===== config.mk =====
export PLATFORM = sky130hd
export DESIGN_NAME = apb_master
export DESIGN_NICKNAME = d
export VERILOG_FILES = /design/src/rtl/apb_master.sv
export SDC_FILE = /design/constraint.sdc
export NUM_CORES = 1
export LEC_CHECK = 0
export BUFFER_PORTS_ARGS = -buffer_cell sky130_fd_sc_hd__buf_4
export CAP_MARGIN = 20
export CORE_MARGIN = 5
export CORE_UTILIZATION = 43
export DETAILED_ROUTE_END_ITERATION = 10
export HOLD_SLACK_MARGIN = 0.08
export PLACE_DENSITY = 0.81
export SYNTH_ARGS = -nofsm -noshare
export SYNTH_HDL_FRONTEND = slang
export SYNTH_SLANG_ARGS = --single-unit

===== constraint.sdc =====
create_clock -name PCLK -period 1.6 [get_ports PCLK]
set_input_delay 0.16 -clock PCLK [delete_from_list [all_inputs] [get_ports PCLK]]
set_output_delay 0.16 -clock PCLK [all_outputs]
set_load 0.005 [all_outputs]

===== src/rtl/apb_master.sv =====
// apb_master: single-transfer APB master driving two slaves, with a bounded wait-state timeout.
//   PCLK, PRESETn          bus clock, async active-low reset
//   req, wr, addr, wdata   user request (addr[8] picks slave 2), sampled while idle
//   busy, done, err, rdata transfer status, one-cycle completion pulse, timeout flag, read data
//   PSEL1/2, PENABLE, PWRITE, PADDR, PWDATA   APB request side
//   PRDATA1/2, PREADY1/2   APB slave responses
module apb_master #(
    parameter int unsigned TIMEOUT = 16
) (
    input  logic       PCLK,
    input  logic       PRESETn,
    input  logic       req,
    input  logic       wr,
    input  logic [8:0] addr,
    input  logic [7:0] wdata,
    output logic       busy,
    output logic       done,
    output logic       err,
    output logic [7:0] rdata,
    output logic       PSEL1,
    output logic       PSEL2,
    output logic       PENABLE,
    output logic       PWRITE,
    output logic [8:0] PADDR,
    output logic [7:0] PWDATA,
    input  logic [7:0] PRDATA1,
    input  logic [7:0] PRDATA2,
    input  logic       PREADY1,
    input  logic       PREADY2
);
    typedef enum logic [1:0] {IDLE, SETUP, ACCESS} state_t;

    localparam logic [7:0] LAST = 8'(TIMEOUT - 1);

    state_t     state, state_n;
    logic [7:0] cnt, cnt_n;
    logic       psel1_n, psel2_n, penable_n, pwrite_n, done_n, err_n, busy_n;
    logic [8:0] paddr_n;
    logic [7:0] pwdata_n, rdata_n;
    logic       ready;
    logic [7:0] prdata;

    // Only the selected slave's response is ever looked at.
    assign ready  = PSEL2 ? PREADY2 : PREADY1;
    assign prdata = PSEL2 ? PRDATA2 : PRDATA1;

    always_comb begin
        state_n   = state;
        cnt_n     = cnt;
        psel1_n   = PSEL1;
        psel2_n   = PSEL2;
        penable_n = PENABLE;
        pwrite_n  = PWRITE;
        paddr_n   = PADDR;
        pwdata_n  = PWDATA;
        rdata_n   = rdata;
        busy_n    = busy;
        done_n    = 1'b0;
        err_n     = 1'b0;
        case (state)
            IDLE: begin
                // The done cycle is spent in IDLE; a request seen there is dropped.
                if (req && !done) begin
                    state_n  = SETUP;
                    pwrite_n = wr;
                    paddr_n  = addr;
                    pwdata_n = wdata;
                    psel1_n  = !addr[8];
                    psel2_n  = addr[8];
                    busy_n   = 1'b1;
                end
            end
            SETUP: begin
                state_n   = ACCESS;
                penable_n = 1'b1;
                cnt_n     = 8'd0;
            end
            ACCESS: begin
                // Ready wins over the timeout when both happen on the same edge.
                if (ready || cnt == LAST) begin
                    state_n   = IDLE;
                    psel1_n   = 1'b0;
                    psel2_n   = 1'b0;
                    penable_n = 1'b0;
                    busy_n    = 1'b0;
                    done_n    = 1'b1;
                    err_n     = !ready;
                    rdata_n   = (ready && !PWRITE) ? prdata : rdata;
                end else begin
                    cnt_n = cnt + 8'd1;
                end
            end
            default: state_n = IDLE;
        endcase
    end

    always_ff @(posedge PCLK or negedge PRESETn) begin
        if (!PRESETn) begin
            state   <= IDLE;
            cnt     <= 8'd0;
            PSEL1   <= 1'b0;
            PSEL2   <= 1'b0;
            PENABLE <= 1'b0;
            PWRITE  <= 1'b0;
            PADDR   <= 9'd0;
            PWDATA  <= 8'd0;
            rdata   <= 8'd0;
            busy    <= 1'b0;
            done    <= 1'b0;
            err     <= 1'b0;
        end else begin
            state   <= state_n;
            cnt     <= cnt_n;
            PSEL1   <= psel1_n;
            PSEL2   <= psel2_n;
            PENABLE <= penable_n;
            PWRITE  <= pwrite_n;
            PADDR   <= paddr_n;
            PWDATA  <= pwdata_n;
            rdata   <= rdata_n;
            busy    <= busy_n;
            done    <= done_n;
            err     <= err_n;
        end
    end
endmodule


# == Word level (Yosys, flattened, before mapping) ==
# Cells that the tools add are included.
# classes
add_sub_neg,1
n_eq_ne,6
mux,19
n_reduce_logical,16
# op_table
op,count
two-way mux 8 bit,2
case mux 8 bit (2 select lines),1
two-way mux 1 bit,9
adder 8 x 1 -> 8 bit (second input constant),1
equality test 8 x 4 -> 1 bit (second input constant),1
case mux 1 bit (2 select lines),4
AND reduction 2 bit,4
!= test 2 bit (second input constant),3
case mux 2 bit (3 select lines),1
AND reduction 3 bit,2
zero test 1 bit,4
two-way mux 2 bit,2
nonzero test 2 bit,2
equality test 2 x 1 -> 1 bit (second input constant),1
equality test 2 bit (second input constant),1
logical AND 1 bit,2
zero test 2 bit,1
logical OR 1 bit,1
# totals
reg_bits,42
in_bits,39
word_cells,54

# == Depth between registers and ports, before layout ==
# depth
ltp_word,4
mapped_depth,7
ltp_nobuf,5

# == Worst setup path before layout ==
# No wires, ideal clock.
# synth_path
path_type,register to register
start,reg cnt[6]
end,reg cnt[4]
arrival_ns,1.607
path_slack_ns,-0.125
stages_incl_launch_ff,5
synth_period_minus_slack_ns,1.725
cell_sequence,dfrtp_1 or4_1 o211ai_2 mux2_2 a21o_1
# synth_via
elab_chain_cells,4
# synth_rtl
item,line,rtl
from (decl),36,"logic [7:0] cnt, cnt_n;"
from (signal assigned),113,cnt <= cnt_n;
equality test 8 x 4 -> 1 bit,80,if (ready || cnt == LAST) begin
logical OR 1 bit,80,
!= test 2 bit (no source line),n/a,
AND reduction 2 bit (no source line),n/a,
# Every way passes these cells.
# A chain may end at the register's enable or synchronous reset.

# == Worst setup path after layout ==
# layout_path
start,reg cnt[5]
end,reg cnt[4]
# Same word-level chain as after synthesis.

==> impl_metrics.py <==
metrics = {
    "sta": {
        "finalCriticalPeriod_ns": 1.74,
        "slew_violations": 0,
        "rsz0062_at_grt": "true",
        "hold_viol": 0,
        "setup_viol_count_final": 5,
        "tightest_slew_ns": 0.520,
        "max_freq_ghz": 0.576,
        "finClkSkew_ns": 0.00333,
        "period_share_pct": 108,
        "fin_ws_ns": -0.135,
        "slew_headroom_pct": 65.3,
    },
    "clock_tree": {
        "cts_buffer_depth": 2,
        "cts_sinks": 42,
        "cts_made_buffers": 5,
        "cts_tree": "built",
        "cts-root-buf": "clkbuf_8",
        "clock_latency_ns": 0.29,
        "clk_pin_slew_ns": 0.08,
        "cts_htree_levels": 2,
    },
    "floorplan": {
        "die_x_um": 75.1,
        "rows": 23,
        "start_util_pct": 44.9,
        "fp.dieArea_mm2": 0.00564,
        "ioPinCount": 71,
        "coreArea_mm2": 0.00406,
        "fp.dieH_um": 75.1,
    },
    "placed_design": {
        "io_buffers": 70,
        "place_congestion": 0.734,
        "hpwl_mm": 3.12,
        "pre_cts_slack_ns": -0.115,
    },
    "global_route": {
        "overflow": 0,
        "grt_pass1_wl_mm": 7.85,
        "antenna_found_initial": 0,
        "grt_pass1_vias": 1697,
        "grt_max_degree": 43,
        "grt_usage_pct": 18.4,
    },
    "hold_path": {
        "hold_class": "in2reg",
    },
    "setup_path": {
        "crit_path_start_kind": "flop",
        "worstPathArrival_ns": 1.93,
        "critPathKind": "reg2reg",
        "path_max_fanout": 2,
        "required_ns": 1.79,
        "worstSetupEndpointType": "flop",
    },
    "final_layout": {
        "drive_above_1_share_pct": 35.2,
        "fin_util_pct": 67.8,
        "area_growth_pct": 50.9,
        "fin_nets": 320,
        "num_antenna_cells": 0,
    },
    "logic_synthesis": {
        "ys_top_cells_by_count": "nand2_1 (70), dfrtp_1 (42), mux2i_1 (11)",
        "synth-main-ff-cell": "dfrtp_1",
        "synth_most_common_cell": "nand2_1",
        "syn_avg_cell_area_um2": 10.0,
        "synth.area.top_cells": "dfrtp_1 (58%), nand2_1 (14%), mux2i_1 (6.0%), buf_6 (2.5%), o21ai_1 (2.2%)",
        "synth-seq-area-share_pct": 57.7,
        "synth_edf_count": 0,
        "ys_seq_elements": 42,
        "synth_nets": 222,
        "synth.yosys.warnings": 0,
        "synth_cell_types": 35,
        "syn-cell-area_mm2": 0.00182,
        "synth.top_cell.area_share_pct": 57.7,
        "synth_cells": 182,
        "yosys.area.top_type": "dfrtp_1",
        "ys_async_sr_fraction_pct": 100,
    },
    "route": {
        "viasPerCell": 4.85,
        "drc": 0,
        "first_iter_violations": 65,
        "finalWirelength_mm": 4.74,
        "firstDrtPassIters": 4,
        "wl_per_cell_um": 14.3,
        "vias": 1604,
        "ant_nets": 0,
    },
    "power": {
        "p_leak_nw": 1.44,
        "cellPowerDensity_mw_per_mm2": 1550,
        "vdd_drop_max_mv": 0.903,
    },
    "run_status": {
        "violations": "negative setup slack",
        "status": "complete, but fails checks",
    },
    "job": {
        "cap_violations": 0,
    },
}
==> layout by cell type, fill, tap and decap left out, types with 2 or more instances in the layout <==
cell           instances
nand2_1               70
nor2_1                 2
o21ai_1               10
clkinvlp_4             2
o21ai_0                2
mux2i_1               11
o21ai_2                2
nand3_1                5
clkbuf_8               5
nand2b_1               2
or3_1                  2
buf_4                 80
inv_1                  5
dfrtp_1               42
dlygate4sd3_1         19
==> logic make-up (layout without fill, tap and decap cells) <==
group	after synthesis	after routing	share of synthesized area, %
and+or+nand+nor	89	89	20.6
DFF	42	42	57.7
AOI/OAI and AO/OA	22	22	8.17
buffers and inverters	15	114	5.01
muxes	13	13	7.89
adders and majority gates	1	1	0.686
==> final timing paths <==
kind / from / end / slack (ns) / depth (start not counted)
min in group asynchronous: PRESETn / cnt[3]$_DFFE_PN0P_ / 0.37 / 2
max in group asynchronous: PRESETn / rdata[2]$_DFFE_PN0P_ / 0.87 / 2
worst max-delay path: cnt[5]$_DFFE_PN0P_ / cnt[4]$_DFFE_PN0P_ / -0.14 / 4
worst min register to register: PADDR[7]$_DFFE_PN0P_ / PADDR[7]$_DFFE_PN0P_ / 0.49 / 2
worst min-delay path: PRDATA1[7] / rdata[7]$_DFFE_PN0P_ / 0.14 / 3
worst max register to register: cnt[5]$_DFFE_PN0P_ / cnt[4]$_DFFE_PN0P_ / -0.14 / 4
==> critical path, stage by stage, from the launching register on <==
cell and delay [ns]:
dfrtp_1 0.39, or4_4 0.56, o211ai_4 0.21, mux2_4 0.32
a21o_1 0.16
==> layout make-up <==
class,instances,area (um2)
Clock buffer,5,68.8
Timing Repair Buffer,100,802
Fill cell,302,1310
Clock inverter,3,45.0
Inverter,6,23.8
Tap cell,50,62.6
Multi-Input combinational cell,125,697
Sequential cell,42,1050
==> registers in the layout, indices dropped and copies added, names as in the netlist <==
register / flops
PADDR: 9
PWDATA: 8
cnt: 8
rdata: 8
state: 2
PENABLE: 1
PSEL1: 1
PSEL2: 1
PWRITE: 1
busy: 1
done: 1
err: 1
==> per-layer routing <==
| metal | vias to the layer above | wire length [um] | GRT usage, % |
|---|---|---|---|
| met4 | 0 | 78 | 6.32 |
| met3 | 9 | 355 | 6.14 |
| li1 | 788 | - | - |
| met2 | 54 | 2430 | 31.3 |
| met5 | - | 0 | 0 |
| met1 | 753 | 1870 | 21.8 |
==> stage by stage <==
stage | cell area (um2) | hold slack, ns | setup TNS (ns) | total power [W] | cells
2_1_floorplan | 1830 | -0.136 | -0.108 | 0.00253 | 182
3_3_place_gp | 2420 | 0.171 | -0.178 | 0.00333 | 303
3_5_place_dp | 2420 | 0.171 | -0.335 | 0.00340 | 303
4_1_cts | 2730 | 0.136 | -0.174 | 0.00429 | 330
5_1_grt | 2750 | 0.130 | -0.556 | 0.00459 | 331
6_report | 2750 | 0.140 | -0.287 | 0.00427 | 331
==> power by group <==
group	total (W)	internal [W]	leakage, nW	switching [W]
clock	0.000844	0.000464	0.0504	0.000380
combinational	0.00170	0.000912	0.860	0.000792
sequential	0.00172	0.00147	0.533	0.000251
total	0.00427	0.00284	1.44	0.00142
==> what timing repair did <==
item	CTS	global route
resized for setup	0	5
pin swaps	3	0
hold endpoints to repair	60	0
buffers inserted	0	1
hold buffers	19	0
endpoints found under the setup margin	8	12
Note: power is estimated with default switching activity, not from simulation.
